--- src/rtl/mod_pkg.sv ---
// Shared definitions for the operand queue and the downstream remainder stage.
//   DEF_WIDTH : default operand width in bits
//   DEF_DEPTH : default queue entry count (power of two, >= 2)
//   entry_t   : stored record {a, b, f, zero} at the default width
package mod_pkg;

  localparam int unsigned DEF_WIDTH = 4;
  localparam int unsigned DEF_DEPTH = 4;

  typedef struct packed {
    logic [DEF_WIDTH-1:0] a;
    logic [DEF_WIDTH-1:0] b;
    logic                 f;
    logic                 zero;
  } entry_t;

  localparam int unsigned ENTRY_BITS = $bits(entry_t);

endpackage

--- src/rtl/mod_queue_mem.sv ---
// Storage array for the operand queue: one synchronous write port and one
// combinational read port. Contents are not reset; the owner masks outputs
// while no valid entry is present.
//   clk     : clock
//   wr_en   : write strobe, sampled on rising edge
//   wr_addr : write slot
//   wr_data : record to store
//   rd_addr : read slot
//   rd_data : record at rd_addr (combinational)
module mod_queue_mem
  import mod_pkg::*;
#(
  parameter int unsigned ENTRY_W = ENTRY_BITS,
  parameter int unsigned DEPTH   = DEF_DEPTH,
  parameter int unsigned AW      = $clog2(DEPTH)
) (
  input  logic               clk,
  input  logic               wr_en,
  input  logic [AW-1:0]      wr_addr,
  input  logic [ENTRY_W-1:0] wr_data,
  input  logic [AW-1:0]      rd_addr,
  output logic [ENTRY_W-1:0] rd_data
);

  logic [ENTRY_W-1:0] mem [DEPTH];

  always_ff @(posedge clk) begin
    if (wr_en) begin
      mem[wr_addr] <= wr_data;
    end
  end

  assign rd_data = mem[rd_addr];

endmodule

--- src/rtl/mod_operand_queue.sv ---
// Operand queue feeding the remainder stage. Accepts {a, b} pairs, computes
// the odd-parity select f = ^a and the divide-by-zero flag at push time and
// stores them with the entry. Registered-count FIFO, one cycle push-to-output
// latency, no fall-through.
//   clk, rst_n          : clock, asynchronous active-low reset
//   in_valid/in_ready   : producer handshake; in_ready = count < DEPTH
//   in_a, in_b          : dividend, divisor
//   out_valid/out_ready : consumer handshake; out_valid = count != 0
//   out_a, out_b        : head dividend / divisor (0 when empty)
//   out_f, out_zero     : stored parity select / divisor-is-zero (0 when empty)
//   count               : number of stored entries
module mod_operand_queue
  import mod_pkg::*;
#(
  parameter int unsigned WIDTH = DEF_WIDTH,
  parameter int unsigned DEPTH = DEF_DEPTH
) (
  input  logic                     clk,
  input  logic                     rst_n,
  input  logic                     in_valid,
  output logic                     in_ready,
  input  logic [WIDTH-1:0]         in_a,
  input  logic [WIDTH-1:0]         in_b,
  output logic                     out_valid,
  input  logic                     out_ready,
  output logic [WIDTH-1:0]         out_a,
  output logic [WIDTH-1:0]         out_b,
  output logic                     out_f,
  output logic                     out_zero,
  output logic [$clog2(DEPTH):0]   count
);

  localparam int unsigned AW = $clog2(DEPTH);
  localparam int unsigned CW = AW + 1;

  // Same field order as mod_pkg::entry_t, sized by this instance's WIDTH so
  // non-default widths remain legal.
  typedef struct packed {
    logic [WIDTH-1:0] a;
    logic [WIDTH-1:0] b;
    logic             f;
    logic             zero;
  } op_entry_t;

  localparam int unsigned EW = $bits(op_entry_t);

  logic [AW-1:0] wr_ptr;
  logic [AW-1:0] rd_ptr;
  logic [CW-1:0] cnt;
  logic          push;
  logic          pop;
  op_entry_t     wr_entry;
  op_entry_t     rd_entry;
  logic [EW-1:0] rd_bits;

  assign in_ready  = (cnt < CW'(DEPTH));
  assign out_valid = (cnt != '0);
  assign push      = in_valid  && in_ready;
  assign pop       = out_valid && out_ready;
  assign count     = cnt;

  always_comb begin
    wr_entry      = '0;
    wr_entry.a    = in_a;
    wr_entry.b    = in_b;
    wr_entry.f    = ^in_a;
    wr_entry.zero = (in_b == '0);
  end

  mod_queue_mem #(
    .ENTRY_W (EW),
    .DEPTH   (DEPTH),
    .AW      (AW)
  ) u_mem (
    .clk     (clk),
    .wr_en   (push),
    .wr_addr (wr_ptr),
    .wr_data (wr_entry),
    .rd_addr (rd_ptr),
    .rd_data (rd_bits)
  );

  assign rd_entry = op_entry_t'(rd_bits);

  // Pointers wrap naturally at AW bits since DEPTH is a power of two.
  always_ff @(posedge clk or negedge rst_n) begin
    if (!rst_n) begin
      wr_ptr <= '0;
      rd_ptr <= '0;
      cnt    <= '0;
    end else begin
      if (push) wr_ptr <= wr_ptr + AW'(1);
      if (pop)  rd_ptr <= rd_ptr + AW'(1);
      case ({push, pop})
        2'b10:   cnt <= cnt + CW'(1);
        2'b01:   cnt <= cnt - CW'(1);
        default: cnt <= cnt;
      endcase
    end
  end

  always_comb begin
    out_a    = '0;
    out_b    = '0;
    out_f    = 1'b0;
    out_zero = 1'b0;
    if (out_valid) begin
      out_a    = rd_entry.a;
      out_b    = rd_entry.b;
      out_f    = rd_entry.f;
      out_zero = rd_entry.zero;
    end
  end

endmodule

--- config.mk ---
export PLATFORM = sky130hd
export DESIGN_NAME = mod_operand_queue
export DESIGN_NICKNAME = d
export VERILOG_FILES = /design/src/rtl/mod_pkg.sv /design/src/rtl/mod_queue_mem.sv /design/src/rtl/mod_operand_queue.sv
export SDC_FILE = /design/constraint.sdc
export NUM_CORES = 1
export LEC_CHECK = 0
export ABC_AREA = 1
export CORE_MARGIN = 2
export CORE_UTILIZATION = 40
export CTS_CLUSTER_DIAMETER = 80
export CTS_CLUSTER_SIZE = 12
export DETAILED_ROUTE_END_ITERATION = 16
export PLACE_DENSITY = 0.72
export SYNTH_ARGS = -nofsm -noshare
export SYNTH_HDL_FRONTEND = slang
export SYNTH_SLANG_ARGS = --single-unit
--- constraint.sdc ---
create_clock -name clk -period 1.9 [get_ports clk]
set_clock_uncertainty 0.05 [all_clocks]
set_input_delay 0.19 -clock clk [delete_from_list [all_inputs] [get_ports clk]]
set_output_delay 0.19 -clock clk [all_outputs]
set_load 0.005 [all_outputs]
Yosys cells after proc, flatten, opt, wreduce, memory -nomap -nowiden
Memories as Yosys holds them, arrays and structs flattened.
Index checks and enable logic that the tools add are counted.
{"block": "op_classes", "n_addsub": 4, "multipliers": 0, "n_div": 0, "magnitude_cmp": 1, "n_eq_ne": 2, "n_shift": 0, "muxes": 7, "n_bitwise": 0, "reduce_logical": 6}
{"op": "4-bit 2-to-1 mux", "n": 2}
{"op": "3-bit one-hot mux with 2 select lines", "n": 1}
{"op": "2-bit by 1-bit adder with 2-bit output (second input constant)", "n": 2}
{"op": "4-bit zero test", "n": 1}
{"op": "1-bit 2-to-1 mux", "n": 4}
{"op": "4-bit XOR reduction", "n": 1}
{"op": "3-bit by 1-bit adder with 3-bit output (second input constant)", "n": 1}
{"op": "3-bit less-than comparator (second input constant)", "n": 1}
{"op": "3-bit nonzero test", "n": 1}
{"op": "3-bit by 1-bit subtractor with 3-bit output (second input constant)", "n": 1}
{"op": "2-bit by 1-bit == test with 1-bit output (second input constant)", "n": 1}
{"op": "2-bit == test (second input constant)", "n": 1}
{"op": "1-bit logical AND", "n": 2}
{"op": "2-bit nonzero test", "n": 1}
{"block": "totals", "regBits": 7, "latchBits": 0, "mem_bits_rw": 40, "rom_bits": 0, "in_bits": 12, "out_inout_bits": 15, "word_cells": 24, "memories": 1}
{"memory": "u_mem.mem", "depth": 4, "width": 10, "rd": 1, "rd_ports_with_merged_regs": 0, "write_ports": 1, "line": "mod_queue_mem.sv:25", "source": "logic [ENTRY_W-1:0] mem [DEPTH];"}

Depth between registers and ports, before layout
Gate-level depths: netlist of the first run.
{"block": "logic_depth", "depth_word": 4, "ltp_mapped": 12, "mapped_depth_nobuf": 12}

Hierarchy
Synthesis of the first run repeated with hierarchy kept, for this count alone.
{"block": "unflattened", "cells_unflattened": 242, "hier_area_um2": 2248.4}
{"mod": "mod_queue_mem", "n_inst": 1, "cells_each": 164, "area_each_um2": 1720.4, "seq_area_each_um2": 1201.2}
{"mod": "mod_operand_queue", "n_inst": 1, "cells_each": 78, "area_each_um2": 528.0, "seq_area_each_um2": 175.2}

Worst setup path after synthesis of the first run
OpenSTA, ideal clock, no wires.
{"block": "synth_timing", "path_kind": "register -> register", "start": "reg cnt[0] (netlist: count[0])", "end": "reg cnt[2] (netlist: count[2])", "setup_time_ps": 117, "arrival_ps": 1581, "t_required_ps": 1733, "path_slack_ps": 152, "path_stages_with_launch": 12, "path_buffers": 0, "period_less_slack_ps": 1748, "path_cell_list": "dfrtp_1 -> inv_1 -> nand3_1 -> nand2_1 -> inv_1 -> ha_1 -> inv_1 -> fa_1 -> nand2_1 -> nand3_1 -> nand2_1 -> nand2_1"}
{"block": "synth_between", "elab_chain_cells": 4, "elab_cells_between_ends": 10, "classes_between": "add/sub: 2; order compare: 1; eq/ne: 2; mux: 1; reduce/logical: 4"}
{"element": "from (decl)", "line": "mod_operand_queue.sv:49", "source": "logic [CW-1:0] cnt;"}
{"element": "from (signal assigned)", "line": "mod_operand_queue.sv:95", "source": "2'b10: cnt <= cnt + CW'(1);"}
{"element": "from (signal assigned)", "line": "mod_operand_queue.sv:96", "source": "2'b01: cnt <= cnt - CW'(1);"}
{"element": "from (signal assigned)", "line": "mod_operand_queue.sv:97", "source": "default: cnt <= cnt;"}
{"element": "3-bit nonzero test *", "line": "mod_operand_queue.sv:57", "source": "assign out_valid = (cnt != '0);"}
{"element": "net out_valid", "line": "mod_operand_queue.sv:24", "source": "output logic out_valid,"}
{"element": "1-bit logical AND *", "line": "mod_operand_queue.sv:59", "source": "assign pop = out_valid && out_ready;"}
{"element": "net pop", "line": "mod_operand_queue.sv:51", "source": "logic pop;"}
{"element": "2-bit by 1-bit == test with 1-bit output / 2-bit == test (equally long branches)", "line": "mod_operand_queue.sv:94", "source": "case ({push, pop})"}
{"element": "3-bit one-hot mux with 2 select lines / 2-bit nonzero test (equally long branches)"}
Mark *: on every way through the listed nets, which the timed path passes. The rest lies on a longest branch.
A chain may end at the register's enable or synchronous reset.

Worst setup path in the final report of the first run
{"block": "layout_timing", "start": "reg rd_ptr[0]", "end": "out out_a[2]"}
{"block": "layout_between", "elab_chain_cells": 2}
{"element": "from (decl)", "line": "mod_operand_queue.sv:48", "source": "logic [AW-1:0] rd_ptr;"}
{"element": "from (signal assigned)", "line": "mod_operand_queue.sv:93", "source": "if (pop) rd_ptr <= rd_ptr + AW'(1);"}
{"element": "memory read 4 x 10 bit"}
{"element": "4-bit 2-to-1 mux", "line": "mod_operand_queue.sv:107", "source": "if (out_valid) begin"}
{"element": "to (decl)", "line": "mod_operand_queue.sv:26", "source": "output logic [WIDTH-1:0] out_a,"}
Every way passes these cells.

==> impl_metrics.csv, run 1 <==
group,metric,value,unit
drt,drtIter0Drc,113,
power,total_power,3.87,mW
placed_design,numPortBuffers,26,
timing,rsz0062_at_grt,"yes",
cts,numCtsBuffers,5,
synthesis,synth_commonest_cells,"inv_1, nand2_1, edfxtp_1",
drt,routed_wl,3860,microns
die,dieArea,5990,sq um
synthesis,synth_largest_area_cell,"edfxtp_1",
synthesis,synth_area,2160,sq um
timing,slew-limit-headroom,63.2,%
global_routing,grt_util_all_layers,14.2,%
synthesis,synth_ff_type,"edfxtp_1",
cts,cts_max_level,2,
placed_design,hpwlAfterDp,2430,microns
worst_setup_path,crit_slowest_cell,"dfrtp_2",
timing,max_slew.worst_pin.slew,0.548,ns
timing,fin_crit,1.83,ns
cts,clockBufferDepth,2,
placed_design,gp_congestion,0.827,
drt,avgViaCountPerCell,4.34,
timing,fin_crit_sh,96.6,%
finish,fin_area,2710,sq um
global_routing,grt_start_max_net_pins,22,
cts,cts.sinks,47,
cts,hold_buffers,0,
timing,whs,0.0957,ns
worst_setup_path,end_kind,"output pin",
worst_setup_path,cpPeakStageDelay,0.44,ns
drt,drt-pass1-iter-count,4,
die,num_rows,26,
synthesis,yosys-top-cells-area,"edfxtp_1, inv_1, nand2_1",
finish,fin_cells,328,
global_routing,grt_pass1_vias,1399,
timing,finalSetupTns,0,ns
synthesis,synth_warnings,0,
synthesis,synth-edff-count,40,
power,power.density,1430,nW/um^2
synthesis,seq_area_frac_synth,63.8,%
drt,via_count,1424,
finish,drive_gt1_share,12.0,%
placed_design,placed_cell_area,2550,sq um
die,ios,27,
synthesis,syn_avg_cell_area,9.93,sq um
drt,drt.antenna.violating_nets,0,
cts,cts_root_buffer,"clkbuf_8",
outcome,run_status,"completed",
worst_setup_path,r2r_start,"count[0]",
die,floorplan.initialDensity,41.9,%
finish,final_nets,275,
finish,n_antenna_cell,0,
drt,drc,0,
worst_setup_path,worst-setup-path-type,"reg2out",
worst_hold_path,hp-class,"in2async",
placed_design,place_inst,317,
global_routing,antenna_found_initial,0,
worst_setup_path,worstPathArrival,1.59,ns
global_routing,grt_pass1_wl,6380,microns
worst_setup_path,required,1.66,ns
power,peakVddDrop,650,uV
timing,slew_viol_final,0,
power,leakage,1.25,nW
cts,clk_latency,0.30,ns
die,die_w,77.4,microns
synthesis,synth_top_area_share,55.7,%
synthesis,yosysMostFrequentCell,"inv_1",
worst_setup_path,path_cells,"buf_4 > buf_6 > nand2_1 > nand3_1 > a21oi_2 > dlygate4sd2_1",
cts,cts_tree,"yes",
synthesis,async_flop_share,14.9,%
finish,syn_to_final_growth,25.8,%
timing,max_freq,545,MHz
worst_setup_path,startpoint_type,"flop",
timing,setup_violations,0,
synthesis,synth_cells,217,
job,drv_cap,0,
drt,wl_per_cell,11.8,microns
worst_setup_path,cp_max_fo,12,
die,fp.dieH,77.4,microns
die,coreArea,5140,sq um
worst_setup_path,crit_start,"rd_ptr[0]",
global_routing,grt-ovfl-total,0,
cts,path_clk_slew,0.08,ns
synthesis,syn_nets,235,
synthesis,synth_cell_types,17,
timing,hold_violations,0,
synthesis,ys_ff_latch,47,
## worst max-delay path: cells and delay by family (launching register included)
family / cells / cell delay, ns
compound gates: 1 / 0.16
buf+inv: 3 / 0.54
flops: 1 / 0.44
simple gates: 2 / 0.15
## repair_timing
action	4_1_cts	5_1_grt
buffers inserted	0	3
gates resized for setup	17	7
endpoints found under the setup margin	10	3
pin swaps	1	0
## final cells by class
cell class | count | area, sq um
Clock buffer | 5 | 68.8
Clock inverter | 3 | 38.8
Tap cell | 70 | 87.6
Sequential cell | 47 | 1380
Inverter | 58 | 226
Multi-Input combinational cell | 107 | 564
Fill cell | 488 | 2430
Timing Repair Buffer | 38 | 349
## placed cells by master, fill, tap and decap left out
cell	synthesis	final
nand2_1	53	53
inv_1	54	52
edfxtp_1	40	40
nand3_1	23	22
clkdlybuf4s50_1	0	16
buf_4	0	10
dlygate4sd2_1	0	9
a21oi_1	11	7
dfrtp_1	7	6
nor2_1	5	5
ha_1	5	5
clkbuf_8	0	5
a21oi_2	0	4
xnor2_1	4	4
inv_2	3	3
inv_4	0	2
o21ai_0	2	2
buf_6	0	2
nand3_4	0	1
clkinvlp_4	0	1
nor4_1	1	1
xor2_1	1	1
nand4_1	1	1
fa_1	1	1
clkinv_1	1	1
bufinv_16	0	1
clkinv_2	0	1
dlymetal6s2s_1	0	1
dfrtp_2	0	1
## routing by layer
| metal | vias to the layer above | wire length, microns | share of wire (%) | track usage, % |
|---|---|---|---|---|
| li1 | 752 | - | - | - |
| met1 | 636 | 1670 | 43 | 16.0 |
| met3 | 9 | 120 | 3.1 | 3.14 |
| met5 | - | 0 | 0 | 0 |
| met4 | 0 | 96 | 2.5 | 8.04 |
| met2 | 27 | 1970 | 51 | 24.8 |
## worst paths after layout
path	to	slack, ns	cells after the start
setup / recovery	out_a[2]	0.07	6
hold / removal	wr_ptr[0]	0.1	1
setup reg to reg	count[1]	0.16	8
hold reg to reg	count[2]	0.47	2
max in group asynchronous	rd_ptr[0]	1.44	1
min in group clk	count[2]	0.47	2
## where the power goes
part | leakage, nW | internal, mW | switching, mW
combinational | 0.742 | 0.779 | 0.940
clock | 0.0556 | 0.385 | 0.314
sequential | 0.448 | 1.35 | 0.100
total | 1.25 | 2.51 | 1.35
## kinds of logic (layout without fill, tap and decap cells)
| logic type | count (synthesis) | in the layout | share of synthesized area [%] |
|---|---|---|---|
| flops | 47 | 47 | 63.8 |
| buf+inv | 63 | 104 | 11.3 |
| xor+xnor | 5 | 5 | 2.03 |
| compound gates | 13 | 13 | 3.02 |
| simple gates | 83 | 83 | 16.0 |
| fa+ha+maj | 6 | 6 | 3.83 |
## state kept, by name, indices dropped and copies added (netlist names)
register and count:
wr_ptr 2, rd_ptr 2, count 3, u_mem.mem 40
## through the flow
step | worst slack (ns) | util (%)
after detailed placement | 0.0491 | 49.5
after CTS | -0.0475 | 52.0
final | 0.0655 | 52.8
after global placement | 0.0950 | 49.5
after global routing | -0.00884 | 52.8
after floorplan | 0.152 | -
No activity file was read; power rests on OpenSTA's default activity.
==> run 2: changes to the inputs <==
--- a/config.mk
+++ b/config.mk
@@ -7,11 +7,11 @@
 export LEC_CHECK = 0
 export ABC_AREA = 1
 export CORE_MARGIN = 2
-export CORE_UTILIZATION = 40
+export CORE_UTILIZATION = 35
 export CTS_CLUSTER_DIAMETER = 80
 export CTS_CLUSTER_SIZE = 12
 export DETAILED_ROUTE_END_ITERATION = 16
-export PLACE_DENSITY = 0.72
+export PLACE_DENSITY = 0.61
 export SYNTH_ARGS = -nofsm -noshare
 export SYNTH_HDL_FRONTEND = slang
 export SYNTH_SLANG_ARGS = --single-unit
==> constraint.sdc (replaced) <==
create_clock -name clk -period 2.1 [get_ports clk]
set_clock_uncertainty 0.05 [all_clocks]
set_input_delay 0.21 -clock clk [delete_from_list [all_inputs] [get_ports clk]]
set_output_delay 0.21 -clock clk [all_outputs]
set_load 0.005 [all_outputs]
==> run 2 against run 1 <==
Compared with the run above:
- register-to-register slack better by 0.10 ns
- critical path type unchanged
- largest cell class unchanged
- flip-flop and latch count stayed put
- largest power group unchanged
- wire length is 5.6% higher
==> impl_metrics.csv, run 2 (same netlist as run 1, synthesis figures left out) <==
group,metric,value,unit
global_routing,grt_pass1_vias,1428,
finish,syn_to_final_growth,24.3,%
power,peakVddDrop,536,uV
timing,slew_viol_final,0,
die,floorplan.initialDensity,36.4,%
cts,cts_tree,"yes",
global_routing,grt_util_all_layers,13.7,%
drt,avgViaCountPerCell,4.40,
drt,drtIter0Drc,56,
finish,fin_cells,329,
timing,max_freq,494,MHz
timing,slew-limit-headroom,63.5,%
finish,multiInputGateArea,568,sq um
timing,hold_violations,0,
timing,rsz0062_at_grt,"no",
die,ios,27,
outcome,run_status,"completed",
finish,final_nets,271,
drt,drt.antenna.violating_nets,0,
timing,fin_crit,2.02,ns
worst_setup_path,worst-setup-path-type,"reg2out",
cts,numCtsBuffers,5,
timing,fin_crit_sh,96.3,%
worst_setup_path,end_kind,"output pin",
placed_design,numPortBuffers,26,
drt,drc,0,
worst_setup_path,cp_max_fo,12,
global_routing,grt_pass1_wl,6610,microns
job,drv_cap,0,
die,coreArea,5920,sq um
finish,n_antenna_cell,0,
global_routing,grt_start_max_net_pins,22,
global_routing,grt-ovfl-total,0,
die,dieArea,6800,sq um
die,die_w,82.5,microns
finish,drive_gt1_share,10.6,%
placed_design,place_inst,321,
worst_hold_path,hp-class,"in2async",
cts,clockBufferDepth,2,
power,leakage,1.21,nW
finish,fin_util,45.3,%
finish,layout_common_cells,"inv_1, nand2_1, edfxtp_1, clkdlybuf4s50_1, nand3_1",
cts,path_clk_slew,0.08,ns
drt,drt-pass1-iter-count,4,
timing,max_slew.worst_pin.slew,0.542,ns
timing,finalSetupTns,0,ns
die,num_rows,28,
placed_design,hpwlAfterDp,2730,microns
die,fp.dieH,82.5,microns
power,total_power,3.45,mW
timing,setup_violations,0,
finish,largest_reg_flops,40,
drt,wl_per_cell,12.4,microns
cts,clk_latency,0.29,ns
cts,cts_root_buffer,"clkbuf_8",
drt,routed_wl,4070,microns
worst_setup_path,required,1.84,ns
placed_design,gp_congestion,0.741,
worst_setup_path,worstPathArrival,1.76,ns
finish,seq_area,1380,sq um
cts,cts.sinks,47,
drt,via_count,1446,
worst_setup_path,startpoint_type,"flop",
global_routing,antenna_found_initial,0,
finish,top_register,"u_mem.mem",
finish,fill_cells,559,
finish,layout_commonest_cell,"inv_1",
cts,hold_buffers,0,
cts,cts_max_level,2,
power,power.density,1290,nW/um^2
-- run 2: changes by cell type in the layout (fill, tap and decap cells not counted), sizes merged --
cell	before	now
buf	12	8
dlymetal6s2s	1	2
bufinv	1	0
dlygate4sd2	9	0
clkinv	2	3
clkdlybuf4s50	16	24
-- run 2: routing by layer --
metal | wire (microns) | track usage, % | up-vias
met4 | 45 | 5.00 | 0
met2 | 2090 | 25.2 | 28
met1 | 1750 | 15.1 | 672
li1 | - | - | 742
met3 | 183 | 3.37 | 4
met5 | 0 | 0 | -
-- run 2: where the power goes --
part           internal (mW)  switching [mW]
registers               1.22          0.0908
clock network          0.232           0.294
logic                  0.755           0.854
total                   2.21            1.24
-- run 2: what timing repair did --
| action | CTS | global route |
|---|---|---|
| endpoints found under the setup margin | 3 | 10 |
| gates resized for setup | 2 | 12 |
| hold endpoints to repair | 0 | 0 |
| buffers inserted | 0 | 0 |
| pin swaps | 0 | 1 |
-- run 2: final timing paths --
| kind | start | to | slack (ns) | depth (start not counted) |
|---|---|---|---|---|
| worst max-delay path | rd_ptr[0] | out_b[3] | 0.08 | 5 |
| worst min-delay path | rst_n | wr_ptr[0] | 0.13 | 1 |
| worst max register to register | count[0] | count[1] | 0.26 | 8 |
| worst min register to register | count[0] | count[0] | 0.46 | 1 |
| max in group asynchronous | rst_n | rd_ptr[0] | 1.59 | 1 |
| min in group clk | out_ready | rd_ptr[0] | 0.46 | 3 |
-- run 2: worst max-delay path: stages (launching register included) --
cell	delay, ns
dfrtp_2	0.46
buf_6	0.16
nand2_1	0.07
nand3_1	0.09
a21oi_2	0.16
clkdlybuf4s50_1	0.52
-- run 2: layout make-up --
class,instances,area share [%]
sequential,47,51.4
multi-input combinational,107,21.2
timing repair buffer,34,12.3
inverter,58,8.31
tap,75,3.50
clock buffer,5,2.57
clock inverter,3,0.747
-- run 2: stage by stage --
stage / setup slack [ns] / area [sq um] / hold WS [ns]
final: 0.0771 / 2680 / 0.131
after global routing: 0.00163 / 2680 / 0.142
after CTS: 0.00547 / 2640 / 0.132
after detailed placement: 0.198 / 2540 / 0.454
after global placement: 0.231 / 2540 / 0.436
after floorplan: 0.352 / 2160 / -0.136
==> run 3: changes to the inputs <==
--- a/config.mk
+++ b/config.mk
@@ -6,12 +6,14 @@
 export NUM_CORES = 1
 export LEC_CHECK = 0
 export ABC_AREA = 1
+export CELL_PAD_IN_SITES_DETAIL_PLACEMENT = 0
+export CELL_PAD_IN_SITES_GLOBAL_PLACEMENT = 1
 export CORE_MARGIN = 2
 export CORE_UTILIZATION = 35
 export CTS_CLUSTER_DIAMETER = 80
 export CTS_CLUSTER_SIZE = 12
 export DETAILED_ROUTE_END_ITERATION = 16
-export PLACE_DENSITY = 0.61
+export PLACE_DENSITY = 0.73
 export SYNTH_ARGS = -nofsm -noshare
 export SYNTH_HDL_FRONTEND = slang
 export SYNTH_SLANG_ARGS = --single-unit
==> run 3 against run 2 <==
Compared with the run above:
- core utilization is 0.82 points higher
- first-iteration DRC count grew 64%
- register-to-register slack about the same
- design area up 1.8%
- critical path depth unchanged
- largest power group unchanged
- highest routed layer unchanged
- hold slack got worse by 0.0023 ns
- die area did not move
- critical path type unchanged
- cell count is 0.30% higher
- combinational power fell by 5%
- clock power up 46%
- worst setup slack better by 0.029 ns
- global-route usage up 0.089 points
==> impl_metrics.csv, run 3 (same netlist as run 1, synthesis figures left out) <==
group,metric,value,unit
timing,rsz0062_at_grt,"no",
timing,hold_violations,0,
finish,syn_to_final_growth,26.6,%
worst_hold_path,hp-class,"in2async",
die,dieArea,6800,sq um
worst_setup_path,startpoint_type,"flop",
timing,fin_crit,1.99,ns
cts,cts_max_level,2,
drt,drt-pass1-iter-count,4,
die,coreArea,5920,sq um
finish,largest_reg_flops,40,
power,power.density,1320,nW/um^2
cts,clk_latency,0.29,ns
drt,drt.antenna.violating_nets,0,
placed_design,numPortBuffers,26,
cts,path_clk_slew,0.08,ns
worst_setup_path,worstPathArrival,1.73,ns
power,switching_share,33.2,%
global_routing,grt-ovfl-total,0,
global_routing,antenna_found_initial,0,
cts,cts_root_buffer,"clkbuf_8",
power,leakage,1.29,nW
timing,slew-limit-headroom,64.4,%
power,peakVddDrop,439,uV
cts,numCtsBuffers,5,
finish,n_antenna_cell,0,
cts,clockBufferDepth,2,
die,floorplan.initialDensity,36.4,%
finish,drive_gt1_share,9.41,%
timing,max_slew.worst_pin.slew,0.529,ns
die,die_w,82.5,microns
timing,setup_violations,0,
worst_setup_path,worst-setup-path-type,"reg2out",
global_routing,grt_start_max_net_pins,22,
worst_setup_path,required,1.84,ns
finish,final_nets,272,
drt,avgViaCountPerCell,4.36,
drt,via_count,1440,
finish,layout_common_cells,"inv_1, nand2_1, edfxtp_1, nand3_1, clkdlybuf4s50_1",
cts,cts.sinks,47,
cts,hold_buffers,0,
finish,fin_area,2730,sq um
power,p_int,2.41,mW
outcome,run_status,"completed",
timing,finalSetupTns,0,ns
drt,wl_per_cell,12.6,microns
power,p_clk_share,21.3,%
worst_setup_path,cp_max_fo,8,
worst_setup_path,r2r_start,"count[0]",
worst_setup_path,regToRegEndpoint,"count[2]",
job,drv_cap,0,
drt,drc,0,
power,p_sw,1.20,mW
die,ios,27,
drt,drtIter0Drc,92,
placed_design,placed_cell_area,2540,sq um
timing,slew_viol_final,0,
timing,fin_crit_sh,94.9,%
worst_setup_path,r2r_cells,11,
power,seq_power_share,36.3,%
worst_setup_path,end_kind,"output pin",
timing,max_freq,502,MHz
placed_design,gp_congestion,0.754,
power,p_comb_share,42.3,%
worst_setup_path,reg2reg_slack,0.27,ns
finish,top_register,"u_mem.mem",
global_routing,grt_pass1_wl,6780,microns
finish,layout_commonest_cell,"inv_1",
cts,cts_tree,"yes",
global_routing,grt_util_all_layers,13.8,%
die,fp.dieH,82.5,microns
die,num_rows,28,
global_routing,grt_pass1_vias,1392,
drt,routed_wl,4160,microns
placed_design,hpwlAfterDp,2720,microns
-- run 3: cell count changes in the layout (fill, tap and decap cells not counted), sizes merged --
cell and change:
dlymetal6s2s +5, buf +1, clkbuf +1, clkinv -2, clkdlybuf4s50 -5, clkinvlp -1, bufinv +2
-- run 3: repair_timing --
item | in CTS | in global routing
buffers inserted | 1 | 0
gates resized for setup | 2 | 13
setup endpoints to repair | 7 | 11
pin swaps | 0 | 2
-- run 3: routing by layer --
| layer | vias up | wire [microns] | global-route usage, % |
|---|---|---|---|
| li1 | 749 | - | - |
| met1 | 658 | 1910 | 18.2 |
| met2 | 31 | 2040 | 22.4 |
| met3 | 2 | 170 | 3.37 |
| met4 | 0 | 30 | 4.00 |
| met5 | - | 0 | 0 |
-- run 3: through the flow --
stage | instances | total power, mW | utilization, % | setup WS (ns) | hold WS [ns]
after CTS | 330 | 3.65 | 45.4 | 0.00340 | 0.140
after global routing | 330 | 3.90 | 46.1 | 0.00823 | 0.136
after global placement | 321 | 2.84 | 43.0 | 0.210 | 0.446
after detailed placement | 321 | 2.86 | 43.0 | 0.190 | 0.458
final | 330 | 3.61 | 46.1 | 0.106 | 0.128
after floorplan | 217 | 2.14 | - | 0.352 | -0.136
-- run 3: layout make-up --
| cell class | count | area, sq um |
|---|---|---|
| Multi-Input combinational cell | 107 | 553 |
| Sequential cell | 47 | 1380 |
| Timing Repair Buffer | 35 | 349 |
| Clock buffer | 6 | 72.6 |
| Tap cell | 75 | 93.8 |
| Clock inverter | 2 | 60.1 |
| Inverter | 58 | 223 |
| Fill cell | 586 | 3190 |
-- run 3: how the worst max path moves through the flow --
stage | slack (ns) | end | from
after detailed placement | 0.19 | count[2] | out_ready
after global routing | 0.008 | out_b[1] | rd_ptr[0]
after CTS | 0.003 | out_a[3] | rd_ptr[0]
after floorplan | 0.35 | count[2] | count[0]
final | 0.11 | out_b[1] | rd_ptr[0]
after global placement | 0.21 | count[2] | out_ready
-- run 3: power by group through the flow --
stage	registers, mW	clock network, mW	logic, mW
finish	1.31	0.770	1.53
global route	1.33	0.819	1.75
CTS	1.31	0.784	1.56
detailed placement	1.33	0	1.53
global placement	1.32	0	1.52
floorplan	1.32	0	0.824
-- run 3: critical path: stages (launching register included) --
cell and delay [ns]:
dfrtp_2 0.48, buf_6 0.16, nand2_1 0.07, nand3_1 0.08, a21oi_2 0.14, clkdlybuf4s50_1 0.51
==> patch, RTL diff (flow settings as in run 3) <==
The package constant `DEF_DEPTH` goes from 4 to 8.
--- a/src/rtl/mod_pkg.sv
+++ b/src/rtl/mod_pkg.sv
@@ -6,5 +6,5 @@
 
   localparam int unsigned DEF_WIDTH = 4;
-  localparam int unsigned DEF_DEPTH = 4;
+  localparam int unsigned DEF_DEPTH = 8;
 
   typedef struct packed {
Ports: changed (resized count); port bits go from 27 to 28. No check against the original RTL was run, so the function may have changed too.
==> patch against run 3 <==
  * Synthesized area rose by 74%
  * Routed wire length rose by 100%
  * Setup slack got worse by 0.098 ns
  * Sequential cell count rose by 43
  * Power rose by 83%
  * Synthesized cell count rose by 47%
  * Largest cell class unchanged
  * Via count rose by 81%
  * Global-route usage rose by 1.5 points
  * Final area rose by 74%
  * Register-to-register slack got worse by 0.06 ns
  * Highest routed layer unchanged
  * Combinational power rose by 93%
  * Count of clock-buffer cells in the layout rose by 3
==> patch: results (changes against run 3) <==
largest net degree at the start of global routing 25 (was 22); All-Layer GR Usage 0.152 (was 0.138); hold slack 0.123 ns (was 0.128 ns); Psw 2.34 mW (was 1.20 mW); Clk power 1.27 mW (was 0.770 mW); asr flop ratio synth 0.111 (was 0.149); Post-Syn Nets 336 (was 235); Slew HR 0.598 (was 0.644); max reg flops 80 (was 40); sequential cell power 2.39 mW (was 1.31 mW); Max FO, Critical Path 9 (was 8); ratio of cells with drive above 1 in the final layout 0.196 (was 0.0941); worst r2r src count[1]$_DFFE_PN0P_ (was count[0]$_DFFE_PN0P_); port bufs 27 (was 26); HPWL Detailed 5.22 mm (was 2.72 mm); drt initial violations 147 (was 92); Critical Path Sink out_zero (was out_b[1]); Yosys cell types 22 (was 17); peak supply drop 650 µV (was 439 µV); status completed (unchanged); Synth top cells by count nor2_1 (81), edfxtp_1 (80), nand2_1 (34), o21ai_0 (34), inv_1 (12) (was inv_1 (54), nand2_1 (53), edfxtp_1 (40), nand3_1 (23), a21oi_1 (11)); Total Routed Length 8.44 mm (was 4.16 mm); Final nets 404 (was 272); arrival time at the worst endpoint 1.83 ns (was 1.73 ns); Post-DP Area 4360 µm² (was 2540 µm²); r2r setup slk 0.21 ns (was 0.27 ns); routed vias 2,602 (was 1,440); vias in the first global route 2,442 (was 1,392); Clock Latency Late Sink 0.36 ns (was 0.29 ns); synthesized instance count 319 (was 217); number of synthesized flops with an enable pin 80 (was 40); dpl cells 496 (was 321); leakage power 1.80 nW (was 1.29 nW); sequential-to-total area share from yosys stat 0.707 (was 0.638)
## patch: cell types whose count changed in the layout (fill, tap and decap cells not counted), sizes merged, moves of 5 or more
cell                 run 3  this run
o22ai                    0        10
o21ai                    2        44
o211ai                   0        10
nand2                   53        34
nand3                   23         4
dlymetal6s2s             7         2
edfxtp                  40        80
inv                     57        13
nor2                     5        81
clkbuf                   6        14
a21oi                   11         1
buf                      9        47
## patch: cell families (layout without fill, tap and decap cells)
logic type	count (synthesis)	in the layout	synth area share
XOR/XNOR	9	9	0.0210
AO/OA/AOI/OAI	65	65	0.0967
flip-flops	90	90	0.707
AND/OR/NAND/NOR	122	122	0.126
buffers and inverters	28	101	0.0327
adder cells (fa/ha/maj)	5	5	0.0167
## patch: cell type report
class                           instances  area [µm²]
Tap cell                              136         170
Clock buffer                            9         124
Timing Repair Buffer                   72         643
Multi-Input combinational cell        201         988
Clock inverter                          7        92.6
Fill cell                             934        5630
Sequential cell                        90        2660
Inverter                               13        63.8
## patch: metal layers
metal / wire [µm] / GRT usage / share of wire
met4: 146 / 0.0696 / 0.017
met2: 3950 / 0.238 / 0.47
met5: 0 / 0 / 0
met3: 487 / 0.0315 / 0.058
met1: 3850 / 0.204 / 0.46
## patch: timing repair
action                                 CTS  global route
cloned                                   0             1
setup endpoints to repair               10            13
endpoints found under the hold margin    0             0
pin swaps                                2            10
setup buffers                            5            11
gates resized for setup                 18            29
## patch: critical path, cell delays in order, from the launching register on
cell           delay [ns]
dfrtp_2              0.45
buf_12               0.14
clkinv_8             0.06
buf_4                0.14
nor2_1               0.04
o211ai_1             0.16
nand2_1              0.07
nor2_1               0.15
dlygate4sd2_1        0.26
